## src/rtl/buf_arb_pkg.sv

```systemverilog
// Shared definitions for the buf_manager request arbiter.
package buf_arb_pkg;

    // Arbiter FSM states.
    typedef enum logic [1:0] {
        StIdle = 2'd0,
        StBus  = 2'd1,
        StResp = 2'd2
    } state_e;

    // buf_manager returns all-ones on an alloc when no buffer is free; sliced to DATA_WIDTH.
    localparam logic [63:0] NO_BUF = '1;

    // buf_manager exposes a single register at address 0; sliced to ADDR_WIDTH.
    localparam logic [63:0] BUF_MGR_ADDR = '0;

endpackage

```

## src/rtl/rr_arbiter.sv

```systemverilog
// Combinational round-robin picker: searches from last_grant+1 with wrap.
module rr_arbiter #(
    parameter int unsigned NREQ = 4,
    parameter int unsigned IDXW = $clog2(NREQ)
) (
    input  logic [NREQ-1:0] req,
    input  logic [IDXW-1:0] last_grant,
    output logic [NREQ-1:0] grant,
    output logic [IDXW-1:0] grant_idx,
    output logic            grant_valid
);

    logic [IDXW-1:0] idx;

    // First requester after last_grant wins; last_grant itself has lowest priority.
    always_comb begin
        grant       = '0;
        grant_idx   = '0;
        grant_valid = 1'b0;
        idx         = '0;
        for (int unsigned i = 1; i <= NREQ; i++) begin
            idx = IDXW'((32'(last_grant) + i) % NREQ);
            if (!grant_valid && req[idx]) begin
                grant_valid = 1'b1;
                grant_idx   = idx;
            end
        end
        if (grant_valid) begin
            grant[grant_idx] = 1'b1;
        end
    end

endmodule

```

## src/rtl/buf_alloc_arbiter.sv

```systemverilog
// Shares buf_manager's Wishbone slave port between NREQ alloc/free requesters.
module buf_alloc_arbiter
    import buf_arb_pkg::*;
#(
    parameter int unsigned NREQ       = 4,
    parameter int unsigned ADDR_WIDTH = 16,
    parameter int unsigned DATA_WIDTH = 32,
    parameter int unsigned NBUFS      = 13,
    parameter int unsigned TIMEOUT    = 16
) (
    input  logic                       clk,
    input  logic                       reset,
    input  logic [NREQ-1:0]            req_valid,
    input  logic [NREQ-1:0]            req_free,
    input  logic [NREQ*DATA_WIDTH-1:0] req_id,
    output logic [NREQ-1:0]            req_ready,
    output logic [NREQ-1:0]            rsp_valid,
    output logic [DATA_WIDTH-1:0]      rsp_id,
    output logic                       rsp_fail,
    output logic                       busy,
    output logic [ADDR_WIDTH-1:0]      wbm_address,
    output logic [DATA_WIDTH-1:0]      wbm_writedata,
    input  logic [DATA_WIDTH-1:0]      wbm_readdata,
    output logic                       wbm_strobe,
    output logic                       wbm_cycle,
    output logic                       wbm_write,
    input  logic                       wbm_ack
);

    localparam int unsigned IDXW = $clog2(NREQ);
    localparam int unsigned TW   = $clog2(TIMEOUT + 1);
    localparam logic [TW-1:0]         TIMER_LAST = TW'(TIMEOUT - 1);
    localparam logic [DATA_WIDTH-1:0] NBUFS_ID   = DATA_WIDTH'(NBUFS);
    localparam logic [DATA_WIDTH-1:0] NO_BUF_ID  = NO_BUF[DATA_WIDTH-1:0];

    state_e                state_q, state_d;
    logic [IDXW-1:0]       last_grant_q, last_grant_d;
    logic [IDXW-1:0]       winner_q, winner_d;
    logic                  free_q, free_d;
    logic [DATA_WIDTH-1:0] id_q, id_d;
    logic [TW-1:0]         timer_q, timer_d;
    logic                  cyc_q, cyc_d;
    logic                  we_q, we_d;
    logic [NREQ-1:0]       req_ready_q, req_ready_d;
    logic [NREQ-1:0]       rsp_valid_q, rsp_valid_d;
    logic [DATA_WIDTH-1:0] rsp_id_q, rsp_id_d;
    logic                  rsp_fail_q, rsp_fail_d;
    logic                  busy_q, busy_d;

    logic [NREQ-1:0]       grant;
    logic [IDXW-1:0]       grant_idx;
    logic                  grant_valid;
    logic [DATA_WIDTH-1:0] sel_id;

    rr_arbiter #(
        .NREQ (NREQ),
        .IDXW (IDXW)
    ) u_rr_arbiter (
        .req         (req_valid),
        .last_grant  (last_grant_q),
        .grant       (grant),
        .grant_idx   (grant_idx),
        .grant_valid (grant_valid)
    );

    assign sel_id = req_id[grant_idx*DATA_WIDTH +: DATA_WIDTH];

    // Next-state and registered-output logic.
    always_comb begin
        state_d      = state_q;
        last_grant_d = last_grant_q;
        winner_d     = winner_q;
        free_d       = free_q;
        id_d         = id_q;
        timer_d      = timer_q;
        cyc_d        = cyc_q;
        we_d         = we_q;
        req_ready_d  = '0;
        rsp_valid_d  = '0;
        rsp_id_d     = rsp_id_q;
        rsp_fail_d   = rsp_fail_q;

        unique case (state_q)
            StIdle: begin
                if (grant_valid) begin
                    winner_d     = grant_idx;
                    last_grant_d = grant_idx;
                    req_ready_d  = grant;
                    free_d       = req_free[grant_idx];
                    id_d         = req_free[grant_idx] ? sel_id : '0;
                    timer_d      = '0;
                    if (req_free[grant_idx] && (sel_id >= NBUFS_ID)) begin
                        // Out-of-range free is rejected locally without touching the bus.
                        state_d               = StResp;
                        rsp_valid_d[grant_idx] = 1'b1;
                        rsp_id_d              = sel_id;
                        rsp_fail_d            = 1'b1;
                    end else begin
                        state_d = StBus;
                    end
                end
            end
            StBus: begin
                if (!cyc_q) begin
                    // Launch cycle: bus goes active one edge after the accept pulse.
                    cyc_d = 1'b1;
                    we_d  = free_q;
                end else if (wbm_ack) begin
                    // Ack wins even in the cycle the timer expires.
                    cyc_d                 = 1'b0;
                    we_d                  = 1'b0;
                    state_d               = StResp;
                    rsp_valid_d[winner_q] = 1'b1;
                    rsp_id_d              = free_q ? id_q : wbm_readdata;
                    rsp_fail_d            = !free_q && (wbm_readdata == NO_BUF_ID);
                end else if (timer_q == TIMER_LAST) begin
                    cyc_d                 = 1'b0;
                    we_d                  = 1'b0;
                    state_d               = StResp;
                    rsp_valid_d[winner_q] = 1'b1;
                    rsp_id_d              = '0;
                    rsp_fail_d            = 1'b1;
                end else begin
                    timer_d = timer_q + TW'(1);
                end
            end
            StResp: begin
                state_d = StIdle;
            end
            default: begin
                state_d = StIdle;
            end
        endcase

        busy_d = (state_d != StIdle);
    end

    // State and output registers; reset clears the bus immediately.
    always_ff @(posedge clk or negedge reset) begin
        if (!reset) begin
            state_q      <= StIdle;
            last_grant_q <= IDXW'(NREQ - 1);
            winner_q     <= '0;
            free_q       <= 1'b0;
            id_q         <= '0;
            timer_q      <= '0;
            cyc_q        <= 1'b0;
            we_q         <= 1'b0;
            req_ready_q  <= '0;
            rsp_valid_q  <= '0;
            rsp_id_q     <= '0;
            rsp_fail_q   <= 1'b0;
            busy_q       <= 1'b0;
        end else begin
            state_q      <= state_d;
            last_grant_q <= last_grant_d;
            winner_q     <= winner_d;
            free_q       <= free_d;
            id_q         <= id_d;
            timer_q      <= timer_d;
            cyc_q        <= cyc_d;
            we_q         <= we_d;
            req_ready_q  <= req_ready_d;
            rsp_valid_q  <= rsp_valid_d;
            rsp_id_q     <= rsp_id_d;
            rsp_fail_q   <= rsp_fail_d;
            busy_q       <= busy_d;
        end
    end

    assign req_ready     = req_ready_q;
    assign rsp_valid     = rsp_valid_q;
    assign rsp_id        = rsp_id_q;
    assign rsp_fail      = rsp_fail_q;
    assign busy          = busy_q;
    assign wbm_address   = BUF_MGR_ADDR[ADDR_WIDTH-1:0];
    assign wbm_writedata = id_q;
    assign wbm_cycle     = cyc_q;
    assign wbm_strobe    = cyc_q;
    assign wbm_write     = we_q;

endmodule

```

## config.mk

```make
export PLATFORM = sky130hd
export DESIGN_NAME = buf_alloc_arbiter
export DESIGN_NICKNAME = d
export VERILOG_FILES = /design/src/rtl/buf_arb_pkg.sv /design/src/rtl/rr_arbiter.sv /design/src/rtl/buf_alloc_arbiter.sv
export SDC_FILE = /design/constraint.sdc
export NUM_CORES = 1
export LEC_CHECK = 0
export CAP_MARGIN = 20
export CORE_MARGIN = 2
export CORE_UTILIZATION = 39
export CTS_CLUSTER_SIZE = 8
export DETAILED_ROUTE_END_ITERATION = 8
export GPL_TIMING_DRIVEN = 0
export PLACE_DENSITY = 0.79
export SYNTH_ARGS = -nofsm -noshare
export SYNTH_HDL_FRONTEND = slang
export SYNTH_HIERARCHICAL = 1
export SYNTH_SLANG_ARGS = --single-unit
```

## constraint.sdc

```tcl
create_clock -name clk -period 2.82 [get_ports clk]
set_input_delay 0.423 -clock clk [delete_from_list [all_inputs] [get_ports clk]]
set_output_delay 0.423 -clock clk [all_outputs]
set_load 0.01 [all_outputs]
```

# [Word level (Yosys, flattened, before mapping)]
# Cells that the tools add are included.
[totals] register_bits=88 word_cells=117 output_inout_bits=93
[op_classes] n_lt_le_gt_ge=9 n_shift=1 n_eq_ne=10 addsub=5 muxes=61 reduce_logical=18
[ops] operator="$mux W32" count=7
[ops] operator="$shiftx A128 B8 Y32" count=1
[ops] operator="$pmux W32 S2" count=1
[ops] operator="$eq A32 B32 Y1 const B" count=1
[ops] operator="$ge A32 B4 Y1 const B" count=1
[ops] operator="$mux W4" count=7
[ops] operator="$mux W1" count=22
[ops] operator="$mux W5" count=4
[ops] operator="$lt A2 B3 Y1 const B" count=6
[ops] operator="$mux W2" count=9
[ops] operator="$bmux W1 S2" count=5
[ops] operator="$ne A2 B2 Y1 const B" count=5
[ops] operator="$pmux W5 S2" count=1
[ops] operator="$reduce_and A5 Y1" count=2
[ops] operator="$pmux W4 S2" count=1
[ops] operator="$logic_and A1 B1 Y1" count=7
[ops] operator="$add A5 B1 Y5 const B" count=1
[ops] operator="$eq A5 B4 Y1 const B" count=1
[ops] operator="$add A2 B1 Y2 const B" count=2
[ops] operator="$add A2 B2 Y2 const B" count=2
[ops] operator="$demux W1 S2" count=2
[ops] operator="$ge A2 B1 Y1 const B" count=2
[ops] operator="$logic_not A1 Y1" count=4
[ops] operator="$pmux W2 S2" count=1
[ops] operator="7 further kinds" count=9

# [Logic depth before layout (Yosys ltp)]
[logic_depth] word_depth=20 ltp_mapped=13 depth_no_buf=8

# [Cells and area by module]
# Netlist, hierarchy kept.
[modules_own_cells] module="buf_alloc_arbiter" cells_each=566 seq_area_each_um2=2204.6 area_each_um2=5639.2 instances=1
[modules_own_cells] module="rr_arbiter" cells_each=30 seq_area_each_um2=0.0 area_each_um2=201.4 instances=1

# [Worst setup path before layout]
# OpenSTA, ideal clock, no wires.
[synth_path] kind="in2reg" startpoint="input port req_valid[3]" endpoint="register rsp_valid_q[2], in the netlist rsp_valid[2]" setup_time_ns=0.122 arrival_ns=2.808 t_required_ns=2.698 slack_ns=-0.110 path_stages=11 cell_sequence="buf_4 nand2b_4 a22o_1 a221oi_2 buf_2 clkbuf_1 mux4_2 nor4_1 and4_1 a21oi_1 a32o_1"
[synth_via] elab_chain_cells=19 word_cells_on_any_way=35
[synth_rtl] item="from (decl)" line="buf_alloc_arbiter.sv:13" rtl="input logic [NREQ-1:0] req_valid,"
[synth_rtl] item="$bmux W1 S2" line="rr_arbiter.sv:23" rtl="if (!grant_valid && req[idx]) begin"
[synth_rtl] item="$mux W1 (not written as such)" line="rr_arbiter.sv:23"
[synth_rtl] item="$mux W1" line="rr_arbiter.sv:23"
[synth_rtl] item="$logic_not A1 Y1" line="rr_arbiter.sv:23"
[synth_rtl] item="$logic_and A1 B1 Y1" line="rr_arbiter.sv:23"
[synth_rtl] item="$mux W1" line="rr_arbiter.sv:23"
[synth_rtl] item="$logic_not A1 Y1" line="rr_arbiter.sv:23"
[synth_rtl] item="$logic_and A1 B1 Y1" line="rr_arbiter.sv:23"
[synth_rtl] item="[2 not listed]"
[synth_rtl] item="$logic_and A1 B1 Y1" line="rr_arbiter.sv:23"
[synth_rtl] item="$mux W2 (*)" line="rr_arbiter.sv:23"
[synth_rtl] item="net grant_idx[1]" line="buf_alloc_arbiter.sv:51" rtl="logic [IDXW-1:0] grant_idx;"
[synth_rtl] item="branches (longest 4 deep; another with $ge A32 B4 Y1)"
[synth_rtl] item="$mux W4 (*)" line="buf_alloc_arbiter.sv:92" rtl="if (req_free[grant_idx] && (sel_id >= NBUFS_ID)) begin"
[synth_rtl] item="$mux W4 (*)" line="buf_alloc_arbiter.sv:85" rtl="if (grant_valid) begin"
[synth_rtl] item="$pmux W4 S2 (*)" line="buf_alloc_arbiter.sv:83" rtl="unique case (state_q)"
[synth_rtl] item="net rsp_valid_d[2]" line="buf_alloc_arbiter.sv:45" rtl="logic [NREQ-1:0] rsp_valid_q, rsp_valid_d;"
[synth_rtl] item="to (signal assigned)" line="buf_alloc_arbiter.sv:164" rtl="rsp_valid_q <= rsp_valid_d;"
[synth_rtl] item="to (decl)" line="buf_alloc_arbiter.sv:45"
# Mark *: on every way through the listed nets, which the timed path passes. The select of a mux whose other input is x is not followed.
# A chain may end at the register's enable or synchronous reset.

# [Final worst setup path]
[layout_path] startpoint="register last_grant_q[1]" endpoint="register rsp_valid_q[2], in the netlist rsp_valid[2]"
[layout_via] elab_chain_cells=20 word_cells_on_any_way=39
[layout_rtl] item="from (decl)" line="buf_alloc_arbiter.sv:37" rtl="logic [IDXW-1:0] last_grant_q, last_grant_d;"
[layout_rtl] item="from (signal assigned)" line="buf_alloc_arbiter.sv:142" rtl="last_grant_q <= IDXW'(NREQ - 1);"
[layout_rtl] item="from (signal assigned)" line="buf_alloc_arbiter.sv:156" rtl="last_grant_q <= last_grant_d;"
[layout_rtl] item="$add A2 B1 Y2" line="rr_arbiter.sv:22" rtl="idx = IDXW'((32'(last_grant) + i) % NREQ);"
[layout_rtl] item="$bmux W1 S2" line="rr_arbiter.sv:23"
[layout_rtl] item="$mux W1 (not written as such)" line="rr_arbiter.sv:23"
[layout_rtl] item="$mux W1" line="rr_arbiter.sv:23"
[layout_rtl] item="$logic_not A1 Y1" line="rr_arbiter.sv:23"
[layout_rtl] item="$logic_and A1 B1 Y1" line="rr_arbiter.sv:23"
[layout_rtl] item="$mux W1" line="rr_arbiter.sv:23"
[layout_rtl] item="$logic_not A1 Y1" line="rr_arbiter.sv:23"
[layout_rtl] item="[3 not listed]"
[layout_rtl] item="$logic_and A1 B1 Y1" line="rr_arbiter.sv:23"
[layout_rtl] item="$mux W2 (*)" line="rr_arbiter.sv:23"
[layout_rtl] item="net grant_idx[0]" line="buf_alloc_arbiter.sv:51"
[layout_rtl] item="branches (longest 4 deep; another with $ge A32 B4 Y1)"
[layout_rtl] item="$mux W4 (*)" line="buf_alloc_arbiter.sv:92"
[layout_rtl] item="$mux W4 (*)" line="buf_alloc_arbiter.sv:85"
[layout_rtl] item="$pmux W4 S2 (*)" line="buf_alloc_arbiter.sv:83"
[layout_rtl] item="net rsp_valid_d[2]" line="buf_alloc_arbiter.sv:45"
# Marked as above.

==> results.yml <==
status:
  status: "complete, but fails checks"
  violations: "hold timing, setup timing"
synthesis:
  synth_commonest_cells: "dfrtp_1, nand2_1, nand3_1, nand4_1, nor2_1"
  synthArstFlopShare_pct: 100
  ys_ff_latch: 88
  synthTopCellsByArea: "dfrtp_1, mux4_2, mux2_2"
  yosysMostFrequentCell: "dfrtp_1"
  synth_ff_type: "dfrtp_1"
  syn_area_per_cell_um2: 9.80
  seq_area_frac_synth_pct: 37.7
  syn_area_um2: 5840
  yosysTopAreaCellShare_pct: 36.8
  synth_enable_flop_cells: 0
  yosys.area.top_type: "dfrtp_1"
  synth.distinct_cells: 49
  ys_warn_count: 6
  syn_inst: 596
floorplan:
  die_w_um: 126
  num_rows: 44
  coreArea_um2: 14600
  io_pins: 264
  die_area_um2: 16000
  initial_utilization_pct: 40.0
  die_y_um: 126
global_route:
  grt_use_total_pct: 29.1
  grt_pass1_vias: 6213
  antenna_found_initial: 0
  grt_pass1_wl_um: 35800
  grt_max_degree: 63
  grt_overflow: 0
detailed_routing:
  dr.pass1.iters: 5
  drt_iter0_markers: 1015
  wl_per_cell_um: 21.9
  vias: 6478
  routed_wl_um: 24000
  ant_nets: 0
  via_per_inst: 5.92
  drc: 0
clock_tree:
  cts_hold_buffers: 0
  cts-root-buf: "clkbuf_16"
  h-tree-depth: 3
  cts_tree: "built"
  insertion_delay_ns: 0.35
  clock_sinks: 88
  cts_buffers: 9
  clk_pin_slew_ns: 0.06
  cts_buffer_depth: 2
timing:
  fin_crit_ns: 3.21
  maxSlewViolCount: 0
  hold_ws_ns: -0.000217
  fin_crit_sh_pct: 114
  rsz0062_at_grt: "yes"
  setup_viol: 39
  layout_setup_ws_ns: -0.388
  fmaxAchievable_mhz: 312
  hold_violations: 1
  fin_worst_skew_ns: 0.0144
  relSlewSlack_pct: 48.7
  worst_pin_slew_ns: 0.770
finish:
  layout-drive-gt1-share_pct: 20.9
  post-route-util_pct: 65.6
  area_growth_pct: 63.8
  antennaDiodeCount: 0
  final_cells: 1095
  fillers: 1154
  nets: 1079
power_and_ir_drop:
  leakagePower_nw: 4.06
  power.density_nw_per_um2: 944
  peakVddDrop_v: 0.000449
  p_total_w: 0.00903
setup_path:
  crit_fanout: 6
  start_kind: "flop"
  cp.depth: 12
  endpoint: "rsp_valid[2]"
  r2r-start: "last_grant_q[1]"
  rrSetupSlack_ns: -0.39
  critPathMaxStageDelay_ns: 0.57
  cp.required_ns: 3.05
  cp.arrival_ns: 3.43
  critPathBufInv: 4
  crit_family: "simple AND/OR/NAND/NOR gates"
  crit_slowest_cell: "dfstp_2"
  critPathCaptureType: "flop"
  crit_type: "reg2reg"
  reg2reg_to: "rsp_valid[2]"
  worstSetupStartpoint: "last_grant_q[1]"
  path_cells: "nand2b_4, a22oi_2, o221ai_2, buf_6, buf_12, buf_16, mux4_2, nor4_4, and4_4, buf_4, a21oi_4, a32o_1"
  worstRegToRegCells: 12
hold_path:
  hold_path.class: "in2async"
flow_run:
  max_cap_violations: 0
place:
  dp_hpwl_um: 17400
  placed_cells: 1042
  port-buffer-count: 246
  dp_slack_ns: -1.18
  finalWeightedCongestion: 0.894
==> worst reg2reg max path: stages (launching register included) <==
cell and delay (ns):
dfstp_2 0.57, nand2b_4 0.13, a22oi_2 0.05, o221ai_2 0.19, buf_6 0.23, buf_12 0.13
buf_16 0.12, mux4_2 0.57, nor4_4 0.32, and4_4 0.29, buf_4 0.13, a21oi_4 0.08
a32o_1 0.28
==> worst min-delay path by stage <==
stage,cells past startpoint,slack [ns],endpoint
final,1,-0.0002,req_ready[2]
after CTS,1,0.01,req_ready[2]
after floorplan,0,0.13,busy
after global routing,1,0.03,req_ready[2]
after detailed placement,1,0.37,req_ready[2]
after global placement,2,0.45,last_grant_q[1]
==> through the flow <==
stage | cell area, um^2 | TNS [ns]
floorplan | 5900 | 0
global placement | 8590 | -245.95
CTS | 9360 | -9.88
finish | 9570 | -12.38
global route | 9570 | -17.42
detailed placement | 8610 | -68.43
==> power by group <==
part / total [W] / switching (W) / internal, W
Sequential: 0.00215 / 0.000389 / 0.00176
Clock: 0.00118 / 0.000513 / 0.000672
Combinational: 0.00569 / 0.00286 / 0.00283
Total: 0.00903 / 0.00376 / 0.00527
==> cell usage in the layout, fill, tap and decap left out, types with 3 or more instances in the layout <==
cell	synthesis	layout
nand2b_1	30	27
clkbuf_1	29	24
a31oi_1	31	31
clkbuf_8	0	4
dfrtp_1	86	86
a22oi_1	31	30
o21ai_0	10	9
nor4_4	0	6
a31o_2	3	3
nor2_1	39	39
inv_1	6	5
conb_1	1	16
clkbuf_4	0	4
clkbuf_2	0	3
nand3_1	41	41
nand4_1	39	39
buf_6	5	3
buf_16	0	3
buf_12	0	7
nand2b_4	1	4
and3_1	6	5
and2_1	3	3
buf_4	23	48
a21oi_1	6	4
buf_2	7	4
nand2_1	83	82
nor3b_1	3	3
mux2_2	30	30
clkbuf_16	0	11
mux4_2	21	31
buf_8	1	7
a211o_1	5	5
clkdlybuf4s50_1	0	242
==> layout make-up <==
type                       instances  area, um^2  area share (%)
buffer                            67         512            5.35
clock buffer                      14         274            2.86
clock inverter                     2        13.8           0.144
inverter                           6        22.5           0.235
multi-input combinational        449        3390            35.5
sequential                        88        2200            23.0
tap                              184         230            2.41
timing repair buffer             285        2920            30.5
==> layer usage <==
metal | part of all wire (%) | up-vias | track usage, %
li1 | - | 2826 | -
met1 | 39 | 3132 | 39.2
met2 | 48 | 465 | 46.8
met3 | 10 | 55 | 6.71
met4 | 3.0 | 0 | 8.92
met5 | 0 | - | 0
==> registers in the layout, indices dropped and copies added, names as in the netlist <==
name and count:
busy 1, rsp_valid 4, rsp_fail 1, wbm_cycle 1
free_q 1, req_ready 4, state_q 2, wbm_writedata 32
last_grant_q 2, winner_q 2, timer_q 5, wbm_write 1
rsp_id 32
==> kinds of logic (layout without fill, tap and decap cells) <==
group / count (synthesis) / count (layout) / synth area share, %
compound gates: 100 / 100 / 12.0
mux: 65 / 65 / 19.6
fa+ha+maj: 2 / 2 / 0.428
simple gates: 264 / 264 / 22.6
xor+xnor: 2 / 2 / 0.300
buf+inv: 74 / 374 / 7.22
flops: 88 / 88 / 37.7
other cells: 1 / 16 / 0.0642
==> repair_timing <==
item,in CTS,in global routing
endpoints found under the setup margin,69,65
cloned,4,2
pin swaps,18,8
setup buffers,21,13
resized for setup,53,20
Note: power is estimated with default switching activity, not from simulation.
